==> config.mk <==
export PLATFORM = sky130hd
export DESIGN_NAME = bl_transpose8x8
export DESIGN_NICKNAME = d
export VERILOG_FILES = /design/src/rtl/bl_transpose_pkg.sv /design/src/rtl/bl_transpose_ctl.sv /design/src/rtl/bl_transpose8x8.sv
export SDC_FILE = /design/constraint.sdc
export NUM_CORES = 1
export LEC_CHECK = 0
export BUFFER_PORTS_ARGS = -buffer_cell sky130_fd_sc_hd__buf_2
export CAP_MARGIN = 5
export CORE_ASPECT_RATIO = 0.5
export CORE_MARGIN = 2
export CORE_UTILIZATION = 40
export DETAILED_ROUTE_END_ITERATION = 10
export PLACE_DENSITY_LB_ADDON = 0.15
export SETUP_SLACK_MARGIN = 0.2
export SYNTH_ARGS = -nofsm -noshare
export SYNTH_HDL_FRONTEND = slang
export SYNTH_SLANG_ARGS = --single-unit
==> constraint.sdc <==
create_clock -name clock -period 24.2 [get_ports clock]
set_input_delay 3.63 -clock clock [delete_from_list [all_inputs] [get_ports clock]]
set_output_delay 3.63 -clock clock [all_outputs]
set_load 0.005 [all_outputs]
==> src/rtl/bl_transpose_pkg.sv <==
// Shared types and constants for the 8x8 row-to-column transpose buffer.
package bl_transpose_pkg;

  localparam int W     = 9;
  localparam int LANES = 8;

  typedef enum logic [1:0] {
    FILL    = 2'd0,
    DRAIN   = 2'd1,
    EOS_OUT = 2'd2
  } state_t;

  typedef logic [LANES-1:0][W-1:0] lane_vec_t;

  function automatic logic all_lanes(input logic [LANES-1:0] v);
    return &v;
  endfunction

endpackage

==> src/rtl/bl_transpose_ctl.sv <==
// Sequencing for the transpose buffer: fill/drain FSM, row and column
// counters, pending end-of-stream flag and the handshake decode.
module bl_transpose_ctl
  import bl_transpose_pkg::*;
(
  input  logic             clock,
  input  logic             reset,
  input  logic [LANES-1:0] in_vld,
  input  logic             in_eos,
  input  logic [LANES-1:0] out_bp,
  output logic [LANES-1:0] in_bp,
  output logic             wr_row,
  output logic             zero_tail,
  output logic [2:0]       row,
  output logic [2:0]       col,
  output state_t           state
);

  logic fill_ok;
  logic in_fire;
  logic out_fire;
  logic pend_eos;

  // fill_ok ignores reset so reset never reaches a data flop; only the
  // back-pressure output is gated by it.
  assign fill_ok   = (state == FILL) && all_lanes(in_vld);
  assign in_fire   = fill_ok && reset;
  assign in_bp     = {LANES{~in_fire}};
  assign out_fire  = (state != FILL) && (out_bp == '0);
  assign wr_row    = fill_ok && !in_eos;
  assign zero_tail = fill_ok && in_eos && (row != 3'd0);

  always_ff @(posedge clock or negedge reset) begin
    if (!reset) begin
      state    <= FILL;
      row      <= 3'd0;
      col      <= 3'd0;
      pend_eos <= 1'b0;
    end else begin
      case (state)
        FILL: begin
          if (in_fire) begin
            if (!in_eos) begin
              if (row == 3'd7) begin
                state <= DRAIN;
                row   <= 3'd0;
                col   <= 3'd0;
              end else begin
                row <= row + 3'd1;
              end
            end else if (row == 3'd0) begin
              state <= EOS_OUT;
            end else begin
              // Short block: tail rows are cleared by the buffer this cycle.
              pend_eos <= 1'b1;
              state    <= DRAIN;
              col      <= 3'd0;
            end
          end
        end
        DRAIN: begin
          if (out_fire) begin
            if (col == 3'd7) begin
              col <= 3'd0;
              row <= 3'd0;
              state <= pend_eos ? EOS_OUT : FILL;
            end else begin
              col <= col + 3'd1;
            end
          end
        end
        EOS_OUT: begin
          if (out_fire) begin
            pend_eos <= 1'b0;
            row      <= 3'd0;
            state    <= FILL;
          end
        end
        default: begin
          state <= FILL;
          row   <= 3'd0;
          col   <= 3'd0;
        end
      endcase
    end
  end

endmodule

==> src/rtl/bl_transpose8x8.sv <==
// Single-bank 8x8 transpose: eight row vectors in, eight column vectors out,
// with fill and drain phases alternating.
module bl_transpose8x8
  import bl_transpose_pkg::*;
(
  input  logic         clock,
  input  logic         reset,
  input  logic [W-1:0] a_d,
  input  logic [W-1:0] b_d,
  input  logic [W-1:0] c_d,
  input  logic [W-1:0] d_d,
  input  logic [W-1:0] e_d,
  input  logic [W-1:0] f_d,
  input  logic [W-1:0] g_d,
  input  logic [W-1:0] h_d,
  input  logic         a_e,
  input  logic         b_e,
  input  logic         c_e,
  input  logic         d_e,
  input  logic         e_e,
  input  logic         f_e,
  input  logic         g_e,
  input  logic         h_e,
  input  logic         a_v,
  input  logic         b_v,
  input  logic         c_v,
  input  logic         d_v,
  input  logic         e_v,
  input  logic         f_v,
  input  logic         g_v,
  input  logic         h_v,
  output logic         a_b,
  output logic         b_b,
  output logic         c_b,
  output logic         d_b,
  output logic         e_b,
  output logic         f_b,
  output logic         g_b,
  output logic         h_b,
  output logic [W-1:0] s_d,
  output logic [W-1:0] t_d,
  output logic [W-1:0] u_d,
  output logic [W-1:0] v_d,
  output logic [W-1:0] w_d,
  output logic [W-1:0] x_d,
  output logic [W-1:0] y_d,
  output logic [W-1:0] z_d,
  output logic         s_e,
  output logic         t_e,
  output logic         u_e,
  output logic         v_e,
  output logic         w_e,
  output logic         x_e,
  output logic         y_e,
  output logic         z_e,
  output logic         s_v,
  output logic         t_v,
  output logic         u_v,
  output logic         v_v,
  output logic         w_v,
  output logic         x_v,
  output logic         y_v,
  output logic         z_v,
  input  logic         s_b,
  input  logic         t_b,
  input  logic         u_b,
  input  logic         v_b,
  input  logic         w_b,
  input  logic         x_b,
  input  logic         y_b,
  input  logic         z_b
);

  lane_vec_t        row_in;
  lane_vec_t        col_sel;
  lane_vec_t        dout;
  lane_vec_t        rows [LANES];
  logic [LANES-1:0] in_vld;
  logic [LANES-1:0] in_bp;
  logic [LANES-1:0] out_bp;
  logic             wr_row;
  logic             zero_tail;
  logic [2:0]       row;
  logic [2:0]       col;
  state_t           state;
  logic             out_vld;
  logic             out_eos;
  logic             unused_eos;

  assign row_in = {h_d, g_d, f_d, e_d, d_d, c_d, b_d, a_d};
  assign in_vld = {h_v, g_v, f_v, e_v, d_v, c_v, b_v, a_v};
  assign out_bp = {z_b, y_b, x_b, w_b, v_b, u_b, t_b, s_b};

  // Only lane a carries end-of-stream; the other lanes' flags are ignored.
  assign unused_eos = ^{b_e, c_e, d_e, e_e, f_e, g_e, h_e};

  bl_transpose_ctl u_ctl (
    .clock     (clock),
    .reset     (reset),
    .in_vld    (in_vld),
    .in_eos    (a_e),
    .out_bp    (out_bp),
    .in_bp     (in_bp),
    .wr_row    (wr_row),
    .zero_tail (zero_tail),
    .row       (row),
    .col       (col),
    .state     (state)
  );

  // Row write on accept; an early end-of-stream clears the unfilled rows.
  always_ff @(posedge clock) begin
    for (int i = 0; i < LANES; i++) begin
      if (wr_row && (row == 3'(i))) begin
        rows[i] <= row_in;
      end else if (zero_tail && (3'(i) >= row)) begin
        rows[i] <= '0;
      end
    end
  end

  always_comb begin
    col_sel = '0;
    for (int k = 0; k < LANES; k++) begin
      col_sel[k] = rows[k][col];
    end
  end

  assign dout    = (state == DRAIN) ? col_sel : '0;
  assign out_vld = (state != FILL);
  assign out_eos = (state == EOS_OUT);

  assign {h_b, g_b, f_b, e_b, d_b, c_b, b_b, a_b} = in_bp;
  assign {z_d, y_d, x_d, w_d, v_d, u_d, t_d, s_d} = dout;
  assign {z_e, y_e, x_e, w_e, v_e, u_e, t_e, s_e} = {LANES{out_eos}};
  assign {z_v, y_v, x_v, w_v, v_v, u_v, t_v, s_v} = {LANES{out_vld}};

endmodule

==> impl_metrics.env <==
export IMPL_synth_largest_area_cell="edfxtp_1"
export IMPL_boundaryPins=194
export IMPL_postCtsSetupRepairBufs=0
export IMPL_nets=2054
export IMPL_ir_worst_vdd_uv=62.2
export IMPL_cts_tree="yes"
export IMPL_grt_max_degree=75
export IMPL_core_um2=65200
export IMPL_reg2reg_setup_slack_ns=19.78
export IMPL_cp_endpoint="g_b"
export IMPL_vias=15300
export IMPL_cts_root_buf="clkbuf_16"
export IMPL_yosysSeqAreaShare_pct=63.5
export IMPL_period_minus_slack_ns=8.64
export IMPL_fin_setup_tns_ns=0
export IMPL_synthesis_nets=1930
export IMPL_track_usage_pct=22.7
export IMPL_cp_required_ns=20.57
export IMPL_status="completed"
export IMPL_syn_area_per_cell_um2=14.5
export IMPL_wl_per_cell_um=26.7
export IMPL_skew_ns=0.0117
export IMPL_period_share_pct=35.7
export IMPL_critPathKind="primary input to output pin"
export IMPL_ctsHoldBuffers=0
export IMPL_netlist_area_um2=26500
export IMPL_synthFlopType="edfxtp_1"
export IMPL_start_util_pct=40.6
export IMPL_cp_max_fo=8
export IMPL_mostFrequentLayoutCells="edfxtp_1 (504), and2_1 (289), nor2b_1 (211)"
export IMPL_final_common_cell="edfxtp_1"
export IMPL_drt_wl_total_um=77000
export IMPL_hp_class="flip-flop to flip-flop"
export IMPL_final_antenna_net_count=0
export IMPL_grt_pass1_vias=15100
export IMPL_max_slew_margin_rel_pct=22.5
export IMPL_drv_slew=0
export IMPL_num_rows=66
export IMPL_synthCells=1826
export IMPL_whs_ns=0.451
export IMPL_clkTransAtPathRegs_ns=0.06
export IMPL_numPortBuffers=186
export IMPL_avgViaCountPerCell=5.30
export IMPL_power_density_nw_per_um2=68.9
export IMPL_fp_dieArea_um2=68300
export IMPL_async_flop_share_pct=1.54
export IMPL_r2r_cells=9
export IMPL_die_h_um=186
export IMPL_fmax_mhz=116
export IMPL_drive_gt1_share_pct=23.5
export IMPL_final_util_pct=45.9
export IMPL_ys_seq_elements=585
export IMPL_rr_startpoint="u_ctl.row[1]"
export IMPL_place_gp_congestion=0.766
export IMPL_grt_pass1_wl_um=111000
export IMPL_synth_top_cell_area_share_pct=57.2
export IMPL_crit_start="g_v"
export IMPL_start_kind="primary input"
export IMPL_post_route_drc_count=0
export IMPL_worst_slack_ns=15.57
export IMPL_synth_edf_count=504
export IMPL_clk_latency_ns=0.59
export IMPL_place_hpwl_um=48300
export IMPL_first_pass_iters=7
export IMPL_cellLeakagePower_uw=0.00978
export IMPL_rr_endpoint="rows[0][150]"
export IMPL_dp_slack_ns=15.55
export IMPL_htree_levels=2
export IMPL_maxCapViolCount=0
export IMPL_finalHoldViolations=0
export IMPL_ys_warnings_count=0
export IMPL_cts_max_path_buffers=3
export IMPL_nFillCells=5836
export IMPL_dr_first_iter_drc_count=1656
export IMPL_setup_violations=0
export IMPL_end_kind="output pin"
export IMPL_overflow=0
export IMPL_arrival_ns=5.01
export IMPL_numCtsBuffers=55
export IMPL_die_w_um=368
export IMPL_grt_setup_unrepaired="no"
export IMPL_tightestPinTransition_ns=1.16
export IMPL_synthTopCellsByArea="edfxtp_1 (57%), mux4_2 (12%), and2_1 (6.8%), dfxtp_1 (5.4%), nor2b_1 (5.0%)"
export IMPL_antenna_found_initial=34
export IMPL_synthDistinctLibCells=50
export IMPL_cts_resized=0
export IMPL_area_growth_syn_to_layout_pct=13.3
export IMPL_cts_sinks=585
==> registers in the layout (all words and copies together), names as in the netlist <==
signal / flops
u_ctl.row: 3
u_ctl.state: 2
u_ctl.col: 3
rows: 576
u_ctl.pend_eos: 1
==> worst min-delay path by stage <==
stage,slack (ns),cells past startpoint,to,startpoint
2_1_floorplan,0.43,2,rows[1][18],rows[1][18]
3_5_place_dp,0.44,2,rows[1][59],rows[1][59]
6_report,0.45,2,rows[1][59],rows[1][59]
5_1_grt,0.47,2,rows[1][55],rows[1][55]
3_3_place_gp,0.44,2,rows[1][59],rows[1][59]
4_1_cts,0.45,2,rows[1][59],rows[1][59]
==> cell type report <==
| type | count | area [um^2] | share of cell area [%] |
|---|---|---|---|
| antenna | 8 | 20.0 | 0.0668 |
| multi-input combinational | 1084 | 9000 | 30.0 |
| timing repair buffer | 214 | 1140 | 3.81 |
| sequential | 585 | 16800 | 56.1 |
| clock inverter | 22 | 234 | 0.781 |
| inverter | 10 | 37.5 | 0.125 |
| clock buffer | 81 | 1630 | 5.43 |
| tap | 884 | 1110 | 3.69 |
==> worst max-delay path, cell delays in order <==
cell     delay, ns
buf_2         0.08
nand4_1       0.27
nor4_1        0.61
inv_1         0.22
buf_2         0.19
==> layer usage <==
layer,vias up,GRT usage [%],wire length (um),share of wire (%)
met2,447,34.7,34400,45
met3,105,4.64,5190,6.7
met4,16,4.83,1560,2.0
met5,-,0,93,0.12
li1,6839,-,-,-
met1,7886,33.6,35800,46
==> cell families (layout without fill, tap and decap cells) <==
group | after synthesis | after routing | share of synthesized area [%]
and+or+nand+nor | 762 | 762 | 16.1
other | 0 | 8 | 0
buffers and inverters | 157 | 327 | 2.81
AOI/OAI and AO/OA | 98 | 98 | 2.25
DFF | 585 | 585 | 63.5
adders and majority gates | 6 | 6 | 0.284
muxes | 218 | 218 | 15.1
==> power breakdown <==
group          internal, uW  switching (uW)  leakage (uW)
combinational          29.5            40.2       0.00364
sequential             1090           0.702       0.00523
clock                   518             383      0.000915
==> synthesized netlist by cell type, types with 2 or more instances <==
cell type  instances
nand2_1          151
nand2b_1           2
clkbuf_1          64
ha_1               6
and2_1           289
nor3_1             6
a211oi_1           2
and4_1             3
nor2_4             2
o211ai_1           2
a22o_1             5
inv_1              9
edfxtp_1         504
nand4_1            3
buf_2             45
nor2_1            78
and2b_1            6
nor3_4             2
mux2i_1           73
dfrtp_1            9
dfxtp_1           72
nor4_1             2
buf_1             13
o41ai_1            3
a21oi_1           72
o21ai_0            3
buf_4             24
nor2b_1          211
mux4_2           144
==> stage by stage <==
stage          cell area, um^2  total power, uW  cells
4_1_cts                  30000             2080   2880
3_3_place_gp             28100             1180   2777
3_5_place_dp             28100             1190   2777
2_1_floorplan            26500             1150   1826
5_1_grt                  30000             2130   2881
6_report                 30000             2060   2888
No activity file was read; power rests on OpenSTA's default activity.
